$ cat config.mk
export PLATFORM = sky130hd
export DESIGN_NAME = rc4_keystream_engine
export DESIGN_NICKNAME = d
export VERILOG_FILES = /design/src/rtl/rc4_keystream_engine.sv
export SDC_FILE = /design/constraint.sdc
export NUM_CORES = 1
export LEC_CHECK = 0
export ABC_AREA = 0
export BUFFER_PORTS_ARGS = -buffer_cell sky130_fd_sc_hd__buf_2
export CORE_MARGIN = 2
export CORE_UTILIZATION = 64
export CTS_BUF_LIST = sky130_fd_sc_hd__clkbuf_16
export DETAILED_ROUTE_END_ITERATION = 10
export PLACE_DENSITY = 0.86
export SYNTH_ARGS = -nofsm -noshare
export SYNTH_HDL_FRONTEND = slang
export SYNTH_SLANG_ARGS = --single-unit
$ cat constraint.sdc
create_clock -name clk -period 8.4 [get_ports clk]
set_input_delay 1.68 -clock clk [delete_from_list [all_inputs] [get_ports clk]]
set_output_delay 1.68 -clock clk [all_outputs]
set_load 0.01 [all_outputs]
$ cat src/rtl/rc4_keystream_engine.sv
// RC4 keystream engine: owns the S-box and key store, runs identity fill and
// key scheduling after start, then produces one keystream word per accepted
// handshake.
//
// state | meaning
// IDLE  | waiting for the first start after reset; key writes accepted
// INIT  | identity fill, S[i] <= i, one entry per cycle
// KSA   | key scheduling, one swap per cycle
// GEN   | keystream generation over valid/ready; key writes staged for next start
module rc4_keystream_engine #(
    parameter int WIDTH   = 4,
    parameter int KEY_LEN = 8,
    parameter int KA_W    = (KEY_LEN > 1) ? $clog2(KEY_LEN) : 1
) (
    input  logic             clk,
    input  logic             rst_n,
    input  logic             key_we,
    input  logic [KA_W-1:0]  key_addr,
    input  logic [WIDTH-1:0] key_data,
    input  logic             start,
    output logic             busy,
    output logic             ready_ks,
    output logic             ks_valid,
    input  logic             ks_ready,
    output logic [WIDTH-1:0] ks_data
);
    localparam int DEPTH = 1 << WIDTH;
    localparam logic [WIDTH-1:0] LAST_IDX = WIDTH'(DEPTH - 1);
    localparam logic [KA_W-1:0]  LAST_KEY = KA_W'(KEY_LEN - 1);

    typedef enum logic [1:0] {ST_IDLE, ST_INIT, ST_KSA, ST_GEN} state_t;

    state_t           state;
    state_t           state_nxt;
    logic [WIDTH-1:0] s_box [DEPTH];
    logic [WIDTH-1:0] key   [KEY_LEN];
    logic [WIDTH-1:0] i_idx;
    logic [WIDTH-1:0] j_idx;
    logic [KA_W-1:0]  k_idx;
    logic             last_i;
    logic             key_wr_ok;
    logic             gen_step;
    logic [WIDTH-1:0] ksa_jn;
    logic [WIDTH-1:0] gen_in;
    logic [WIDTH-1:0] gen_jn;
    logic [WIDTH-1:0] s_in;
    logic [WIDTH-1:0] s_jn;
    logic [WIDTH-1:0] gen_t;
    logic [WIDTH-1:0] gen_word;

    assign last_i = (i_idx == LAST_IDX);

    // k_idx tracks i mod KEY_LEN so no divider is needed for odd key lengths
    assign ksa_jn = j_idx + s_box[i_idx] + key[k_idx];

    assign gen_in = i_idx + WIDTH'(1);
    assign s_in   = s_box[gen_in];
    assign gen_jn = j_idx + s_in;
    assign s_jn   = s_box[gen_jn];
    assign gen_t  = s_in + s_jn;

    // a start in GEN abandons the stream, so no step is taken alongside it
    assign gen_step  = (state == ST_GEN) && !start && (!ks_valid || ks_ready);
    assign key_wr_ok = key_we && ((state == ST_IDLE) || (state == ST_GEN))
                       && (int'(key_addr) < KEY_LEN);

    // output lookup sees the post-swap array without waiting for the swap to land
    always_comb begin
        if (gen_t == gen_in) begin
            gen_word = s_jn;
        end else if (gen_t == gen_jn) begin
            gen_word = s_in;
        end else begin
            gen_word = s_box[gen_t];
        end
    end

    // state register
    always_ff @(posedge clk or negedge rst_n) begin
        if (!rst_n) begin
            state <= ST_IDLE;
        end else begin
            state <= state_nxt;
        end
    end

    // next-state decode; start is deliberately ignored while scheduling
    always_comb begin
        state_nxt = state;
        unique case (state)
            ST_IDLE: if (start)  state_nxt = ST_INIT;
            ST_INIT: if (last_i) state_nxt = ST_KSA;
            ST_KSA:  if (last_i) state_nxt = ST_GEN;
            ST_GEN:  if (start)  state_nxt = ST_INIT;
            default: state_nxt = ST_IDLE;
        endcase
    end

    // status outputs are pure state decode
    always_comb begin
        busy     = (state == ST_INIT) || (state == ST_KSA);
        ready_ks = (state == ST_GEN);
    end

    // index counters; i wraps to 0 naturally at the end of INIT and KSA
    always_ff @(posedge clk or negedge rst_n) begin
        if (!rst_n) begin
            i_idx <= '0;
            j_idx <= '0;
            k_idx <= '0;
        end else begin
            unique case (state)
                ST_IDLE: begin
                    if (start) begin
                        i_idx <= '0;
                        j_idx <= '0;
                        k_idx <= '0;
                    end
                end
                ST_INIT: begin
                    i_idx <= i_idx + WIDTH'(1);
                    j_idx <= '0;
                    k_idx <= '0;
                end
                ST_KSA: begin
                    i_idx <= i_idx + WIDTH'(1);
                    j_idx <= last_i ? '0 : ksa_jn;
                    k_idx <= (k_idx == LAST_KEY) ? '0 : k_idx + KA_W'(1);
                end
                ST_GEN: begin
                    if (start) begin
                        i_idx <= '0;
                        j_idx <= '0;
                    end else if (gen_step) begin
                        i_idx <= gen_in;
                        j_idx <= gen_jn;
                    end
                end
                default: begin
                    i_idx <= '0;
                    j_idx <= '0;
                    k_idx <= '0;
                end
            endcase
        end
    end

    // S-box storage; no reset since contents are rebuilt by INIT on every start
    always_ff @(posedge clk) begin
        if (state == ST_INIT) begin
            s_box[i_idx] <= i_idx;
        end else if (state == ST_KSA) begin
            // when i == jn both writes carry the same value, so the entry survives
            s_box[i_idx]  <= s_box[ksa_jn];
            s_box[ksa_jn] <= s_box[i_idx];
        end else if (gen_step) begin
            s_box[gen_in] <= s_jn;
            s_box[gen_jn] <= s_in;
        end
    end

    // key store; writes during scheduling or out of range are dropped
    always_ff @(posedge clk or negedge rst_n) begin
        if (!rst_n) begin
            for (int n = 0; n < KEY_LEN; n++) begin
                key[n] <= '0;
            end
        end else if (key_wr_ok) begin
            key[key_addr] <= key_data;
        end
    end

    // keystream output register; data holds while the consumer stalls
    always_ff @(posedge clk or negedge rst_n) begin
        if (!rst_n) begin
            ks_valid <= 1'b0;
            ks_data  <= '0;
        end else if (gen_step) begin
            ks_valid <= 1'b1;
            ks_data  <= gen_word;
        end else if ((state != ST_GEN) || start) begin
            ks_valid <= 1'b0;
        end
    end

endmodule
Word-level counts from Yosys, hierarchy flattened. Memories as Yosys holds them, arrays and structs flattened. Cells that the tools add are included.

Output and inout port bits: 7. Memory bits (writable): 64. Memories: 1. Bits in registers: 50.

Order comparisons: 3. Add/sub/neg operators: 6. Bitwise operators: 3. Reductions and logical operators: 20. Eq/ne operators: 13. Mux-type cells: 41.

Memories: s_box (words 16, bits a word 4, read ports 5, clocked after Yosys merged registers in 0, write ports 2, RTL line 35) `logic [WIDTH-1:0] s_box [DEPTH];`.

Operator list (number): 4-bit 2-to-1 mux (16); 32-bit bitwise mux (1); 4-bit adder (4); 4-bit case mux with 4 select lines (1); 1-bit 2-to-1 mux (13); 4-bit binary-select mux with 3-bit select (1); 4-bit demux with 3-bit select (1); 4-bit case mux with 3 select lines (1); 3-bit case mux with 3 select lines (1); 4-bit equality test (2); 4-bit >= comparator, second input constant (2); 2-bit != test, second input constant (4); 3-bit inverter with 4-bit output (2); 4-bit OR reduction (2); 2-bit 2-to-1 mux (3); 3-bit 2-to-1 mux (2); 2-bit case mux with 3 select lines (1); 4-bit by 1-bit adder with 4-bit output, second input constant (1); 2-bit equality test, second input constant (2); 4-bit equality test, second input constant (1); 1-bit logical AND (4); 1-bit logical OR (4); 4-bit by 1-bit less-than comparator with 1-bit output, second input constant (1); 2-bit AND reduction (2); other kinds (12) (14).

Logic depth before layout (Yosys ltp). Gate-level depths: netlist (run 1).

Depth in word-level cells: 9. Gate-level depth with buffers: 25. Mapped depth without buffers: 22.

Worst setup path after synthesis (run 1). OpenSTA, ideal clock, no wires.

Path kind: reg2reg. Start: reg i_idx[1]. End: reg ks_data[3]. Required time: 8.259 ns. Arrival time: 6.945 ns. Cell stages (with the launch flop): 22. Library setup time: 0.141 ns. Buffers on the path: 6. Period minus slack after synthesis: 7.086 ns. Slack: 1.314 ns. Path through: dfrtp_1 -> ha_1 -> buf_6 -> clkbuf_1 -> mux4_2 -> mux2_2 -> o21ai_0 -> inv_1 -> ha_1 -> fa_1 -> buf_1 -> buf_1 -> mux4_2 -> mux4_2 -> ha_1 -> clkbuf_1 -> clkbuf_1 -> mux4_2 -> mux2i_1 -> mux2i_1 -> a21oi_1 -> o31ai_1.

Longest elaborated chain between the ends: 8.

RTL lines: start, declared (RTL line 37) `logic [WIDTH-1:0] i_idx;`; start signal, assigned (RTL line 121) `i_idx <= i_idx + WIDTH'(1);`; start signal, assigned (RTL line 126) `i_idx <= i_idx + WIDTH'(1);`; start signal, assigned (RTL line 135) `i_idx <= gen_in;`; 4-bit by 1-bit adder with 4-bit output * (RTL line 56) `assign gen_in = i_idx + WIDTH'(1);`; memory 16 x 4 bit; 4-bit adder (RTL line 58) `assign gen_jn = j_idx + s_in;`; memory 16 x 4 bit; 4-bit adder (RTL line 60) `assign gen_t = s_in + s_jn;`; memory 16 x 4 bit / 4-bit equality test (equally long branches); 4-bit 2-to-1 mux (RTL line 71) `end else if (gen_t == gen_jn) begin`; 4-bit 2-to-1 mux * (RTL line 69) `if (gen_t == gen_in) begin`; end signal, assigned (RTL line 180) `ks_data <= gen_word;`; end, declared (RTL line 25) `output logic [WIDTH-1:0] ks_data`.

Every way passes the cells marked *; elsewhere a longest branch is shown, timed or not. A chain may end at the register's enable or synchronous reset.

Worst setup path in the final report (run 1).
Start: reg i_idx[1]. End: reg ks_data[0].

The elaborated chain is that of the path after synthesis.

==> metrics.cfg, run 1 <==
[sta]
setup_tns_ns = 0
fmax_mhz = 132.6
rsz0062_at_grt = no
fin_skew_ns = 0.01299
hold_viol = 0
tightest_slew_ns = 1.147
slew_headroom_pct = 22.86
period_minus_slack_ns = 7.540
period_share_pct = 89.76
slew_violations = 0
setup_violations = 0

[cells_and_area]
nets = 784
syn_to_final_growth_pct = 8.335
diodes = 0
drive_gt1_share_pct = 25.89
fillers = 884

[clocking]
clockBufferDepth = 2
cts_setup_buffers = 0
clock_sinks = 114
cts_tree = yes
htree_levels = 4
clkTransAtPathRegs_ns = 0.07
post_cts_resized = 0
holdBufCountCts = 0
root_buffer = clkbuf_16
clk_latency_ns = 0.45
numCtsBuffers = 17

[yosys]
synth.top_cell.area_share_pct = 21.23
syn_avg_cell_area_sq_um = 11.96
synth.distinct_cells = 58
syn-num-nets = 793
synth-seq-cells = 114
synthTopCellsByArea = edfxtp_1 21%, mux4_2 20%, dfrtp_1 14%, mux2i_1 7.1%, mux2_2 5.3%
synthCells = 757
synth_edf_count = 64
ys.flop_type = edfxtp_1
yosysTopAreaCell = edfxtp_1
async_reset_ff_share_pct = 43.86
synth-seq-area-share_pct = 35.05
ys_warn_count = 0
syn-cell-area_sq_um = 9052

[die]
dieArea_sq_um = 15110
die_x_microns = 122.9
dieHeight_microns = 122.9
ios = 19
placementRows = 43
core_sq_um = 13830
start_util_pct = 65.47

[detailed_routing]
wire_per_inst_microns = 29.32
drc = 0
viasPerCell = 7.772
drt-initial-drc-count = 1122
drt-total-wl_mm = 27.59
drt-pass1-iter-count = 8
ant_nets = 0
vias = 7313

[critical_path]
cp-end-kind = register
path_class = reg2reg
critPathMaxFanout = 24
cp-start-kind = register
crit_arrival_ns = 7.89
cp_data_required_time_ns = 8.75

[run]
drv_cap = 0

[global_route]
grt-ovfl-total = 0
antenna_found_initial = 0
grt_max_degree = 54
grt.total_usage_pct = 38.46
grt_pass1_vias = 6970
grt_pass1_wl_mm = 41.50

[placement]
port_buffers = 18
hpwl_mm = 19.42
place.gp.congestion = 1.047

[min_path]
min_path_type = reg2reg

[status]
status = completed

[layout by cell type (no fill, tap or decap), types with 22 or more instances in the layout]
cell      netlist  final
inv_1          22     22
nand2_1        50     50
mux4_2         79     79
a21oi_1        36     36
edfxtp_1       64     64
dfrtp_1        50     49
mux2i_1        64     63
nand3_1        37     37
mux2_2         43     43
o21ai_0        51     51
[synth_stat cells, types with 4 or more instances]
master / count
ha_1: 18
buf_2: 16
edfxtp_1: 64
nand2_1: 50
o21ai_1: 11
clkbuf_1: 30
fa_1: 6
o21bai_1: 7
nor3b_1: 5
mux4_1: 9
o31ai_1: 8
mux2i_1: 64
buf_1: 8
nor2_1: 16
nand3b_1: 6
nand3_1: 37
xor2_1: 4
nor3_1: 9
buf_6: 4
and2_1: 10
inv_1: 22
a21o_1: 5
a31oi_1: 10
dfrtp_1: 50
mux2_2: 43
xnor2_1: 9
a211oi_1: 8
nor2b_1: 7
o21ai_0: 51
mux4_2: 79
nand2b_1: 9
a21oi_1: 36
[through the flow]
step	utilization (%)	setup slack (ns)	instance area [sq um]	hold slack [ns]	cells
2_1_floorplan	-	1.314	9052	0.4739	757
3_3_place_gp	66.54	1.220	9200	0.4826	909
3_5_place_dp	66.54	0.9639	9200	0.4934	909
4_1_cts	70.93	0.9675	9807	0.5079	941
5_1_grt	70.93	0.5118	9807	0.5264	941
6_report	70.93	0.8602	9807	0.5033	941
[critical path, stage by stage (launching register included)]
cell     delay [ns]
dfrtp_1        0.37
buf_4          0.23
ha_1           0.31
xnor2_1        0.79
mux2_2         0.41
o21ai_0        0.21
inv_1          0.13
ha_1           0.25
fa_1           1.16
mux4_2         0.59
mux4_2         0.52
ha_1           0.24
inv_1          0.08
fa_1           0.74
xnor2_1        0.26
nor3_1         0.26
nand2_1        0.08
mux2i_1        0.52
a31oi_1        0.19
o31ai_1        0.09
[sequential cells by signal (all words and copies together) (netlist names)]
name	cells
key	32
ks_valid	1
state	2
ks_data	4
k_idx	3
j_idx	4
s_box	64
i_idx	4
[final cells by class]
| cell class | count | area (sq um) | share of cell area [%] |
|---|---|---|---|
| well taps | 180 | 225.2 | 2.297 |
| flip-flops and latches | 114 | 3174 | 32.37 |
| clock buffers | 18 | 450.4 | 4.593 |
| multi-input cells | 560 | 5519 | 56.28 |
| clock inverters | 14 | 156.4 | 1.595 |
| repair buffers | 32 | 195.2 | 1.990 |
| inverters | 23 | 86.33 | 0.8803 |
[per-layer routing]
metal	wire length, microns	up-vias	track usage, %
li1	-	2962	-
met1	9506	3545	51.27
met2	12530	679	56.63
met3	3975	127	11.85
met4	1578	0	21.12
met5	0	-	0
[logic make-up (layout without fill, tap and decap cells)]
logic type	after synthesis	count (layout)	synth area share, %
compound gates	160	160	10.77
xor+xnor	16	16	1.990
fa+ha+maj	24	24	3.815
buf+inv	83	87	4.077
flops	114	114	35.05
mux	196	196	34.84
simple gates	164	164	9.454
[path summary, 6_finish.rpt]
check | start | end | slack, ns | cells past startpoint
min in group asynchronous | rst_n | i_idx[2] | 1.35 | 2
max in group asynchronous | rst_n | i_idx[0] | 6.58 | 2
max reg2reg | i_idx[1] | ks_data[0] | 0.86 | 19
min reg2reg | key[5] | key[5] | 0.50 | 1
min | key[5] | key[5] | 0.50 | 1
max | i_idx[1] | ks_data[0] | 0.86 | 19
Power of run 1 is not shown: default switching activity piles up to over one toggle a cycle in this logic, so the estimate is an artifact.
==> inputs of run 2 (changes only) <==
--- a/config.mk
+++ b/config.mk
@@ -6,12 +6,13 @@
 export NUM_CORES = 1
 export LEC_CHECK = 0
 export ABC_AREA = 0
+export ABC_CLOCK_PERIOD_IN_PS = 8400
 export BUFFER_PORTS_ARGS = -buffer_cell sky130_fd_sc_hd__buf_2
 export CORE_MARGIN = 2
-export CORE_UTILIZATION = 64
-export CTS_BUF_LIST = sky130_fd_sc_hd__clkbuf_16
+export CORE_UTILIZATION = 66
+export CTS_BUF_LIST = sky130_fd_sc_hd__clkbuf_2
 export DETAILED_ROUTE_END_ITERATION = 10
-export PLACE_DENSITY = 0.86
+export PLACE_DENSITY = 0.88
 export SYNTH_ARGS = -nofsm -noshare
 export SYNTH_HDL_FRONTEND = slang
 export SYNTH_SLANG_ARGS = --single-unit
==> run 2 against run 1 <==
Compared with the run above: die area is 2.9% lower; maximum frequency down 1.1%; routed wire length shrank 4.2%; critical path depth up 2; setup slack got worse by 0.084 ns.
==> metrics.cfg, run 2 (synthesis gave the netlist of run 1 again) <==
[status]
status = completed

[sta]
fin_skew_ns = 0.03766
hold_viol = 0
setup_tns_ns = 0
tightest_slew_ns = 1.090
hold_slack_ns = 0.5346
fmax_mhz = 131.2
rsz0062_at_grt = no
period_minus_slack_ns = 7.624
slew_headroom_pct = 25.91
slew_violations = 0
period_share_pct = 90.76
setup_violations = 0

[clocking]
clkTransAtPathRegs_ns = 0.19
holdBufCountCts = 0
numCtsBuffers = 17
clk_latency_ns = 0.74
root_buffer = clkbuf_2
clock_sinks = 114
htree_levels = 4
clockBufferDepth = 2
cts_tree = yes
post_cts_resized = 0
cts_setup_buffers = 0

[global_route]
grt_pass1_vias = 7082
grt.total_usage_pct = 37.53
grt-ovfl-total = 0
grt_max_degree = 54
grt_pass1_wl_mm = 40.74
antenna_found_initial = 1

[detailed_routing]
vias = 7329
drc = 0
viasPerCell = 7.813
drt-pass1-iter-count = 8
drt-total-wl_mm = 26.44
wire_per_inst_microns = 28.18
drt-initial-drc-count = 1124
ant_nets = 0

[cells_and_area]
layout_common_cells = 79 x mux4_2, 64 x edfxtp_1, 63 x mux2i_1
postLayoutCoreUtil_pct = 70.92
regMostFlops = s_box
largest_register_ffs = 64
fillers = 873
nets = 784
largestRegisters = s_box x64, key x32
drive_gt1_share_pct = 25.89
syn_to_final_growth_pct = 4.160
multi_input_area_sq_um = 5519
final_common_cell = mux4_2
seq_area_sq_um = 3174

[die]
core_sq_um = 13300
ios = 19
placementRows = 42
dieHeight_microns = 121.1
start_util_pct = 68.09
dieArea_sq_um = 14670
die_x_microns = 121.1

[critical_path]
path_class = reg2reg
cp-start-kind = register
critPathMaxFanout = 18
crit_arrival_ns = 8.27
cp-end-kind = register
cp_data_required_time_ns = 9.05

[placement]
port_buffers = 18
place.gp.congestion = 1.090
hpwl_mm = 18.90

[min_path]
min_path_type = reg2reg

[run]
drv_cap = 0

==> run 2: cell types whose count changed in the layout (fill, tap and decap cells not counted) <==
cell / previous run / this run
inv_8: 5 / 1
clkinvlp_4: 0 / 2
clkinv_2: 0 / 1
clkbuf_2: 0 / 17
clkbuf_16: 18 / 0
diode_2: 0 / 1
inv_4: 0 / 1
clkinv_4: 3 / 4
==> run 2: layer usage <==
layer | GRT usage, % | vias up | part of all wire [%]
li1 | - | 2974 | -
met1 | 48.27 | 3493 | 34
met2 | 55.44 | 706 | 45
met3 | 13.67 | 156 | 16
met4 | 20.86 | 0 | 6.3
met5 | 0 | - | 0
==> run 2: per-stage QoR <==
step / setup slack (ns) / std cells / area, sq um
6_report: 0.7760 / 938 / 9429
5_1_grt: 0.4983 / 938 / 9429
4_1_cts: 1.018 / 937 / 9427
3_5_place_dp: 1.064 / 905 / 9195
3_3_place_gp: 1.191 / 905 / 9195
2_1_floorplan: 1.314 / 757 / 9052
==> run 2: final cells by class <==
cell class | count | share of cell area, %
Antenna cell | 1 | 0.02654
Clock buffer | 17 | 0.9023
Clock inverter | 15 | 1.553
Inverter | 23 | 0.9156
Multi-Input combinational cell | 560 | 58.53
Sequential cell | 114 | 33.67
Tap cell | 176 | 2.335
Timing Repair Buffer | 32 | 2.070
==> run 2: critical path: stages (launching register included) <==
cell and delay (ns):
dfrtp_2 0.44, ha_1 0.36, buf_4 0.33, mux4_1 0.62, mux2_2 0.28, o21ai_0 0.34, inv_1 0.19, ha_1 0.39
and3_1 0.19, nor3_1 0.44, nor2_1 0.25, xor2_4 0.50, mux4_2 0.65, ha_1 0.32, a21o_1 0.21, a21oi_1 0.39
a211o_1 0.17, mux2i_1 0.09, nor4_4 0.48, mux2i_1 0.63, a31oi_1 0.17, o31ai_1 0.11
==> run 2: final timing paths <==
| check | startpoint | endpoint | slack (ns) | cells after the start |
|---|---|---|---|---|
| max | i_idx[0] | ks_data[0] | 0.78 | 21 |
| min | key[4] | key[4] | 0.53 | 1 |
| max reg2reg | i_idx[0] | ks_data[0] | 0.78 | 21 |
| min reg2reg | key[4] | key[4] | 0.53 | 1 |
| max in group asynchronous | rst_n | i_idx[0] | 6.91 | 2 |
| min in group asynchronous | rst_n | j_idx[2] | 1.01 | 2 |
Power of run 2 is left out for the same reason.
==> inputs of run 3 (changes only) <==
--- a/config.mk
+++ b/config.mk
@@ -8,10 +8,10 @@
 export ABC_AREA = 0
 export ABC_CLOCK_PERIOD_IN_PS = 8400
 export BUFFER_PORTS_ARGS = -buffer_cell sky130_fd_sc_hd__buf_2
-export CORE_MARGIN = 2
 export CORE_UTILIZATION = 66
 export CTS_BUF_LIST = sky130_fd_sc_hd__clkbuf_2
 export DETAILED_ROUTE_END_ITERATION = 10
+export GPL_TIMING_DRIVEN = 0
 export PLACE_DENSITY = 0.88
 export SYNTH_ARGS = -nofsm -noshare
 export SYNTH_HDL_FRONTEND = slang
==> run 3 against run 2 <==
Compared with the run above: via count is 0.53% lower; final cell count grew 4.5%; critical path depth did not move; core utilization grew 1.6 points; hold slack got worse by 0.0034 ns; sequential cell count is the same; count of clock-buffer cells in the layout stayed put; maximum frequency decreased by 5.9%; clock skew is 0.0051 ns lower; non-clock buffer count grew 43; design area increased by 2.2%; critical path type unchanged; critical endpoint is now ks_data[1].
==> metrics.cfg, run 3 (synthesis gave the netlist of run 1 again) <==
[cells_and_area]
syn_to_final_growth_pct = 6.482
layout_common_cells = 79 x mux4_2, 64 x edfxtp_1, 63 x mux2i_1
largest_register_ffs = 64
nets = 827
regMostFlops = s_box
fillers = 892
drive_gt1_share_pct = 25.75
largestRegisters = s_box x64, key x32
diodes = 0
instances_no_fill = 980
final_common_cell = mux4_2

[critical_path]
path_class = reg2reg
cp_common_cell = ha_1
worst-r2r-setup-slack_ns = 0.30
cp-end-kind = register
worst_path_max_delay_cell = xnor2_1
crit_arrival_ns = 8.71
path_buf_inv = 4
worstPathCellList = ha_1, clkbuf_1, xnor2_1, mux2_2, o21ai_0, inv_1, ha_1, fa_1, buf_1, buf_2, mux4_2, mux4_2, ha_1, a21o_1, a21oi_1, a211o_1, mux2i_1, nor4_4, mux2i_2, a31oi_1, o31ai_1
critPathMaxFanout = 10
cp-start-kind = register
cp_top_family = multiplexers
cpPeakStageDelay_ns = 0.89
cp_data_required_time_ns = 9.01

[placement]
hpwl_mm = 20.72
dp.cells = 951
port_buffers = 18
place.gp.congestion = 1.063

[die]
die_x_microns = 119.1
core_sq_um = 13300
dieHeight_microns = 119.1
placementRows = 42
dieArea_sq_um = 14190
start_util_pct = 68.09
ios = 19

[clocking]
htree_levels = 4
root_buffer = clkbuf_2
holdBufCountCts = 0
clk_latency_ns = 0.69
cts_tree = yes
clockBufferDepth = 2
clkTransAtPathRegs_ns = 0.20
clock_sinks = 114
cts_setup_buffers = 0
numCtsBuffers = 17

[sta]
setup_tns_ns = 0
hold_viol = 0
fin_skew_ns = 0.03255
period_minus_slack_ns = 8.104
slew_violations = 0
hold_slack_ns = 0.5312
fmax_mhz = 123.4
setup_violations = 0
tightest_slew_ns = 1.104
rsz0062_at_grt = no
period_share_pct = 96.48
slew_headroom_pct = 26.37

[global_route]
use_met1_pct = 53.54
use_met3_pct = 11.97
grt_pass1_wl_mm = 41.06
gr-max-usage-layer = met2
antenna_found_initial = 0
grt-ovfl-total = 0
grt_pass1_vias = 7120
grt_use_met2_pct = 58.94
grt.total_usage_pct = 39.50
grt_max_degree = 51

[detailed_routing]
drt-initial-drc-count = 839
drt-pass1-iter-count = 9
drc = 0
wire_per_inst_microns = 27.23
viasPerCell = 7.439
ant_nets = 0
vias = 7290
drt-total-wl_mm = 26.68

[run]
drv_cap = 0

[min_path]
min_path_type = reg2reg

[status]
status = completed

-- run 3: cell types whose count changed in the layout (fill, tap and decap cells not counted), sizes merged --
cell / change
buf: +15
bufinv: +2
clkbuf: +28
clkinv: -3
clkinvlp: -2
diode: -1
inv: +3
-- run 3: path summary, 6_finish.rpt --
path / start / end / depth (start not counted)
max: i_idx[1] / ks_data[1] / 21
min: key[7] / key[7] / 1
max reg2reg: i_idx[1] / ks_data[1] / 21
min reg2reg: key[7] / key[7] / 1
max in group asynchronous: rst_n / key[14] / 1
min in group asynchronous: rst_n / ks_data[0] / 1
-- run 3: worst reg2reg max path, stage by stage, from the launching register on --
cell	delay, ns
dfrtp_1	0.50
ha_1	0.21
clkbuf_1	0.19
xnor2_1	0.89
mux2_2	0.43
o21ai_0	0.27
inv_1	0.16
ha_1	0.26
fa_1	0.62
buf_1	0.54
buf_2	0.45
mux4_2	0.36
mux4_2	0.62
ha_1	0.34
a21o_1	0.19
a21oi_1	0.43
a211o_1	0.17
mux2i_1	0.10
nor4_4	0.49
mux2i_2	0.54
a31oi_1	0.15
o31ai_1	0.10
-- run 3: repair_timing --
action | CTS | global route
resized for setup | 5 | 1
gates cloned | 0 | 0
endpoints found under the hold margin | 0 | 0
endpoints found under the setup margin | 4 | 4
-- run 3: metrics by stage --
stage / setup WS (ns) / util, % / area [sq um]
2_1_floorplan: 1.314 / - / 9052
3_3_place_gp: -0.4839 / 70.42 / 9363
3_5_place_dp: -0.5980 / 70.42 / 9363
4_1_cts: 0.1433 / 72.47 / 9635
5_1_grt: 0.02942 / 72.50 / 9639
6_report: 0.2960 / 72.50 / 9639
-- run 3: area by class of cell --
type	instances	area, sq um	share of cell area (%)
plain buffers	57	275.3	2.856
multi-input cells	560	5533	57.40
clock buffers	17	85.08	0.8827
clock inverters	15	176.4	1.830
inverters	23	86.33	0.8956
well taps	176	220.2	2.285
flip-flops and latches	114	3173	32.92
repair buffers	18	90.09	0.9346
-- run 3: metal layers --
metal  wire length, microns  share of wire (%)  vias to the layer above
met2                  12070                 45                      562
met5                      0                  0                        -
met4                   1224                4.6                        0
met3                   3690                 14                       99
met1                   9700                 36                     3580
li1                       -                  -                     3049
Power of run 3 is left out for the same reason.
